`config.mk`:
```
export PLATFORM = sky130hd
export DESIGN_NAME = score_bcd_scheduler
export DESIGN_NICKNAME = d
export VERILOG_FILES = /design/src/rtl/score_bcd_scheduler.sv
export SDC_FILE = /design/constraint.sdc
export NUM_CORES = 1
export LEC_CHECK = 0
export CORE_MARGIN = 2
export CORE_UTILIZATION = 35
export CTS_BUF_LIST = sky130_fd_sc_hd__clkbuf_16
export CTS_CLUSTER_DIAMETER = 80
export DETAILED_ROUTE_END_ITERATION = 10
export GPL_ROUTABILITY_DRIVEN = 0
export HOLD_SLACK_MARGIN = 0.05
export PLACE_DENSITY = 0.58
export SLEW_MARGIN = 0
export SYNTH_ARGS = -nofsm -noshare
export SYNTH_HDL_FRONTEND = slang
export SYNTH_SLANG_ARGS = --single-unit
```
`constraint.sdc`:
```
create_clock -name clk -period 1.45 [get_ports clk]
set_input_delay 0.145 -clock clk [delete_from_list [all_inputs] [get_ports clk]]
set_output_delay 0.145 -clock clk [all_outputs]
set_load 0.01 [all_outputs]
```
`src/rtl/score_bcd_scheduler.sv`:
```
// Two-requester score converter: one shared serial double-dabble engine.
// Optional SCORE_BCD_ROUND_ROBIN_EN: round-robin tie-break instead of fixed priority.
module score_bcd_scheduler #(
    parameter int BIN_W = 4
) (
    input  logic             clk,
    input  logic             rst_n,
    input  logic [1:0]       req,
    input  logic [BIN_W-1:0] bin0,
    input  logic [BIN_W-1:0] bin1,
    output logic [1:0]       ack,
    output logic [1:0]       done,
    output logic             busy,
    output logic [3:0]       bcd0_lo,
    output logic [3:0]       bcd0_hi,
    output logic [3:0]       bcd1_lo,
    output logic [3:0]       bcd1_hi
);

    localparam int CW = $clog2(BIN_W);

    typedef enum logic [1:0] {IDLE, SHIFT, DONE} state_t;

    state_t           state;
    state_t           state_nx;
    logic [1:0]       pend;
    logic [1:0]       cand;
    logic [1:0]       gnt;
    logic             gsel;
    logic [BIN_W-1:0] sreg;
    logic [3:0]       dlo;
    // tens digit never exceeds 6 for a 6-bit score, so 3 bits suffice
    // and it never needs the add-3 correction before a shift
    logic [2:0]       dhi;
    logic [3:0]       alo;
    logic [CW-1:0]    cnt;
    logic             start;
    logic             shift_en;
    logic             finish;

    assign cand = req | pend;
    assign alo  = (dlo > 4'd4) ? dlo + 4'd3 : dlo;

`ifdef SCORE_BCD_ROUND_ROBIN_EN
    logic last;

    // tie goes to the requester that was not served last
    always_comb begin
        gnt = cand;
        if (cand == 2'b11) gnt = last ? 2'b01 : 2'b10;
    end

    // remember the most recent grantee; reset favours requester 0
    always_ff @(posedge clk or negedge rst_n) begin
        if (!rst_n)     last <= 1'b1;
        else if (start) last <= gnt[1];
    end
`else
    // fixed priority: requester 0 wins ties
    always_comb begin
        gnt = 2'b00;
        if (cand[0])      gnt = 2'b01;
        else if (cand[1]) gnt = 2'b10;
    end
`endif

    // state register
    always_ff @(posedge clk or negedge rst_n) begin
        if (!rst_n) state <= IDLE;
        else        state <= state_nx;
    end

    // next-state logic
    always_comb begin
        state_nx = state;
        case (state)
            IDLE:    if (cand != 2'b00) state_nx = SHIFT;
            SHIFT:   if (cnt == '0)     state_nx = DONE;
            DONE:    state_nx = IDLE;
            default: state_nx = IDLE;
        endcase
    end

    // state-decoded controls
    always_comb begin
        busy     = (state != IDLE);
        start    = (state == IDLE) && (cand != 2'b00);
        shift_en = (state == SHIFT);
        finish   = (state == DONE);
    end

    // pending flags, handshakes, shift engine and result registers
    always_ff @(posedge clk or negedge rst_n) begin
        if (!rst_n) begin
            pend    <= 2'b00;
            ack     <= 2'b00;
            done    <= 2'b00;
            gsel    <= 1'b0;
            sreg    <= '0;
            dlo     <= 4'd0;
            dhi     <= 3'd0;
            cnt     <= '0;
            bcd0_lo <= 4'd0;
            bcd0_hi <= 4'd0;
            bcd1_lo <= 4'd0;
            bcd1_hi <= 4'd0;
        end else begin
            pend <= (pend | req) & ~(start ? gnt : 2'b00);
            ack  <= start ? gnt : 2'b00;
            done <= 2'b00;
            if (start) begin
                gsel <= gnt[1];
                sreg <= gnt[1] ? bin1 : bin0;
                dlo  <= 4'd0;
                dhi  <= 3'd0;
                cnt  <= CW'(BIN_W - 1);
            end
            if (shift_en) begin
                dlo  <= {alo[2:0], sreg[BIN_W-1]};
                dhi  <= {dhi[1:0], alo[3]};
                sreg <= sreg << 1;
                cnt  <= cnt - 1'b1;
            end
            if (finish) begin
                done <= gsel ? 2'b10 : 2'b01;
                if (gsel) begin
                    bcd1_lo <= dlo;
                    bcd1_hi <= {1'b0, dhi};
                end else begin
                    bcd0_lo <= dlo;
                    bcd0_hi <= {1'b0, dhi};
                end
            end
        end
    end

endmodule

```
# After elaboration in Yosys (flattened, before gate mapping)
# Cells that the tools add are included.
[classes] addsub=2 order_cmp=1 eq_ne=4 muxes=18 n_bitwise=4 reduce_logical=9
[op_table] cell="$mux W4" count=6
[op_table] cell="$mux W2" count=9
[op_table] cell="$mux W3" count=2
[op_table] cell="$reduce_and A2 Y1" count=3
[op_table] cell="$reduce_bool A2 Y1" count=3
[op_table] cell="$add A4 B2 Y4 const B" count=1
[op_table] cell="$gt A4 B3 Y1 const B" count=1
[op_table] cell="$logic_not A2 Y1" count=2
[op_table] cell="$pmux W2 S2" count=1
[op_table] cell="$and A2 B2 Y2" count=1
[op_table] cell="$eq A2 B1 Y1 const B" count=1
[op_table] cell="$eq A2 B2 Y1 const B" count=1
[op_table] cell="$ne A2 B1 Y1 const B" count=1
[op_table] cell="$ne A2 B2 Y1 const B" count=1
[op_table] cell="$not A2 Y2" count=1
[op_table] cell="$or A2 B2 Y2" count=1
[op_table] cell="$sub A2 B1 Y2 const B" count=1
[op_table] cell="$logic_and A1 B1 Y1" count=1
[op_table] cell="$not A1 Y1" count=1
[word_totals] regBits=36 input_bits=12

# Depth between registers and ports, before layout
[depth] word_depth=6 mapped_depth=6 mapped_depth_nobuf=6

# Worst setup path before layout
# OpenSTA, ideal clock, no wires.
[synth_path] kind="register to register" start="register dlo[0]" end="register dlo[2]" setup_ps=83 arrival_time_ps=1378 setup_slack_ps=-11 stages_incl_launch_ff=7 path_cell_list="dfrtp_1 inv_1 ha_1 inv_1 a21oi_1 mux2_2 o21ai_0"
[synth_via] elab_chain_len=3 elab_cells_between_ends=4 classes_between="add/sub: 1; order compare: 1; mux: 2"
[synth_lines] element="start: declaration" line="31" rtl="logic [3:0] dlo;"
[synth_lines] element="start signal: assignment" line="119" rtl="dlo <= {alo[2:0], sreg[BIN_W-1]};"
[synth_lines] element="$add A4 B2 Y4 / $gt A4 B3 Y1 (equally long branches)" line="42" rtl="assign alo = (dlo > 4'd4) ? dlo + 4'd3 : dlo;"
[synth_lines] element="$mux W4 *" line="42"
[synth_lines] element="$mux W4 *" line="118" rtl="if (shift_en) begin"
# Every way passes the cells marked *; elsewhere a longest branch is shown, timed or not.
# A chain may end at the register's enable or synchronous reset.

# Worst setup path after layout
[layout_path] start="register pend[0]" end="register sreg[1]"
[layout_via] elab_chain_len=5 elab_cells_between_ends=8 classes_between="mux: 4; bitwise: 1; reduce/logical: 3"
[layout_lines] element="start: declaration" line="26" rtl="logic [1:0] pend;"
[layout_lines] element="start signal: assignment" line="108" rtl="pend <= (pend | req) & ~(start ? gnt : 2'b00);"
[layout_lines] element="$or A2 B2 Y2 *" line="41" rtl="assign cand = req | pend;"
[layout_lines] element="$mux W2" line="62" rtl="if (cand[0]) gnt = 2'b01;"
[layout_lines] element="$mux W4" line="113" rtl="sreg <= gnt[1] ? bin1 : bin0;"
[layout_lines] element="$mux W4" line="111" rtl="if (start) begin"
[layout_lines] element="$mux W4" line="118"
[layout_lines] element="end signal: assignment" line="113"
[layout_lines] element="end signal: assignment" line="121" rtl="sreg <= sreg << 1;"
[layout_lines] element="end: declaration" line="30" rtl="logic [BIN_W-1:0] sreg;"
# Every way passes the cells marked *; elsewhere a longest branch is shown, timed or not. The select of a mux whose other input is x is not followed.

==> out/qor.csv <==
metric;value;unit
outcome;complete, but fails checks;
failing checks;negative setup slack;
remaining antenna violation count after routing;0;
fmax;667;MHz
Switching Share;0.327;
crit path DAT;1680;ps
antenna violations before repair;0;
synthesized area;1540;µm²
WL final;3040;µm
commonest non-fill, non-tap cell in the layout;dfrtp_1;
DRC Markers;0;
CP Launch Type;flip-flop;
area grow syn2layout;43.1;%
die area;4930;µm²
Slew Viols, Final;0;
RR Endpoint;sreg[1]$_DFFE_PN0P_;
root buffer cell;clkbuf_16;
final setup margin;-48.3;ps
Leak;1.01;nW
crit path buf inv count;1;
Cells after Synth;142;
Comb pwr share;0.412;
# setup viols final;5;
Reg-to-Reg Start;pend[0]$_DFF_PN0_;
DRT iter0 DRCs;50;
Antenna Diode Count;0;
cts hold-fix bufs;0;
via count;1152;
Syn Area/Cell;10.8;µm²
num rows;24;
drt wl/cell;12.5;µm
Yosys cell types;26;
synthesis warning total;0;
CP Cell Sequence;nor3_2 -> buf_4 -> mux2_2 -> o31ai_4;
first-pass GRT wire length;5230;µm
max-cap viol count;0;
pre-CTS WS;-345;ps
Sw Pwr;1.48;mW
Clk pwr share;0.222;
worst path required time;1640;ps
Total Routing Usage GR;0.137;
Layout Nets;204;
worst skew pair latency;280;ps
Top Family by Delay on Critical Path;flip-flops;
TritonCTS clock tree;done;
die width;70.2;µm
peak supply drop;0.708;mV
commonest non-fill, non-tap cells in the layout;34 x dfrtp_1, 29 x clkdlybuf4s50_1, 26 x nand2_1;
critical path's slowest cell;dfrtp_1;
RSZ-0062 raised after global routing;true;
Initial Util;0.358;
vias in the first global route;1157;
clock slew at reported path FFs;50;ps
drt pass-1 iters;4;
core outline area;4290;µm²
Bufs on Longest Clock Path;2;
Pint;3.04;mW
htree depth;2;
Worst Hold Class;in -> async;
critical path fanouts, max;4;
largest net degree at the start of global routing;37;
Async SR Flop Fraction;1.00;
Detailed Place HPWL;2170;µm
Seq pwr share;0.365;
overall power;4.52;mW
Max stage delay on crit path;410;ps
R2R setup slack;-50;ps
Port Buffer Count;30;
I/O Pins;33;
EDFF count, synth;0;
share of layout cells above drive strength 1;0.246;
Final Hold Viols;0;
critical path endpoint category;flip-flop;
Sink Count;36;
period utilization;1.03;
Min Clock Period, post-route;1500;ps
FF-to-FF path depth;4;
Pwr Density;2060;nW/µm²
GRT overflow;0;
Die Y;70.2;µm
Synth Flop Type;dfrtp_1;
worst setup path class;reg -> reg;
total CTS buffers;5;
Clock Skew;3.44;ps
Seq/Total Area, Yosys;0.587;
Via density;4.74;
Yosys reg bits;36;
==> state kept, by name, summed over array words and instances, names as in the netlist <==
signal   flops
bcd1_lo      4
done         2
pend         2
bcd1_hi      3
state        2
dlo          4
cnt          2
sreg         4
bcd0_hi      3
ack          2
bcd0_lo      4
gsel         1
dhi          3
==> how the worst max path moves through the flow <==
stage | startpoint | to | slack (ps) | cells after the start
after global placement | req[1] | sreg[3]$_DFFE_PN0P_ | -210 | 6
after CTS | pend[1]$_DFF_PN0_ | sreg[3]$_DFFE_PN0P_ | -20 | 5
final | pend[0]$_DFF_PN0_ | sreg[1]$_DFFE_PN0P_ | -50 | 4
after floorplan | pend[0]$_DFF_PN0_ | sreg[3]$_DFFE_PN0P_ | 10 | 3
after global routing | pend[0]$_DFF_PN0_ | sreg[1]$_DFFE_PN0P_ | -90 | 4
after detailed placement | req[1] | sreg[1]$_DFFE_PN0P_ | -350 | 6
==> per-layer routing <==
layer,wire [µm],global-route usage
met5,0,0
met4,10,0.0513
met3,163,0.0563
met2,1490,0.231
met1,1370,0.155
==> power by group through the flow <==
stage | Sequential, mW | Combinational (mW) | Clock, mW
3_5_place_dp | 1.67 | 1.70 | 0
4_1_cts | 1.65 | 1.78 | 1.04
6_report | 1.65 | 1.86 | 1.00
3_3_place_gp | 1.65 | 1.65 | 0
5_1_grt | 1.70 | 2.04 | 1.09
2_1_floorplan | 1.66 | 0.924 | 0
==> cells by family after synthesis <==
logic type / after synthesis / share of synthesized area
muxes: 11 / 0.0807
DFF: 36 / 0.587
xor gates and xnor gates: 1 / 0.00571
and+or+nand+nor: 56 / 0.168
other: 1 / 0.00244
buffers and inverters: 13 / 0.0456
AOI/OAI and AO/OA: 22 / 0.0945
adders and majority gates: 2 / 0.0163
==> layout make-up <==
| type | instances | area, µm² |
|---|---|---|
| sequential | 36 | 903 |
| timing repair buffer | 46 | 448 |
| fill | 384 | 2100 |
| tap | 52 | 65.1 |
| clock inverter | 3 | 13.8 |
| inverter | 7 | 26.3 |
| multi-input combinational | 94 | 616 |
| clock buffer | 5 | 125 |
==> Yosys cell counts, drive strengths merged, types with 2 or more instances <==
| library cell | number | area share |
|---|---|---|
| nor3 | 5 | 0.016 |
| nor2 | 13 | 0.032 |
| and2 | 2 | 0.0081 |
| a21oi | 5 | 0.016 |
| a22o | 3 | 0.017 |
| ha | 2 | 0.016 |
| nor2b | 4 | 0.018 |
| nand2 | 27 | 0.066 |
| inv | 7 | 0.017 |
| buf | 6 | 0.029 |
| o21ai | 9 | 0.029 |
| dfrtp | 36 | 0.59 |
| mux2 | 11 | 0.081 |
| o31ai | 3 | 0.015 |
==> timing repair <==
| item | 4_1_cts | 5_1_grt |
|---|---|---|
| pin swaps | 0 | 1 |
| resized for setup | 10 | 7 |
| gates cloned | 0 | 0 |
| endpoints found under the setup margin | 6 | 20 |
| endpoints found under the hold margin | 0 | 0 |
| setup buffers | 2 | 0 |
==> metrics by stage <==
stage / cell area (µm²) / hold slack [ps] / std cells / setup TNS (ps) / util
after floorplan: 1540 / -151 / 143 / 0 / -
after global placement: 1990 / 458 / 233 / -2360 / 0.464
after detailed placement: 1990 / 467 / 233 / -2970 / 0.464
after CTS: 2170 / 243 / 243 / -40.2 / 0.505
after global routing: 2200 / 262 / 243 / -759 / 0.512
final: 2200 / 235 / 243 / -133 / 0.512
Power figures use the tool's default switching activity.
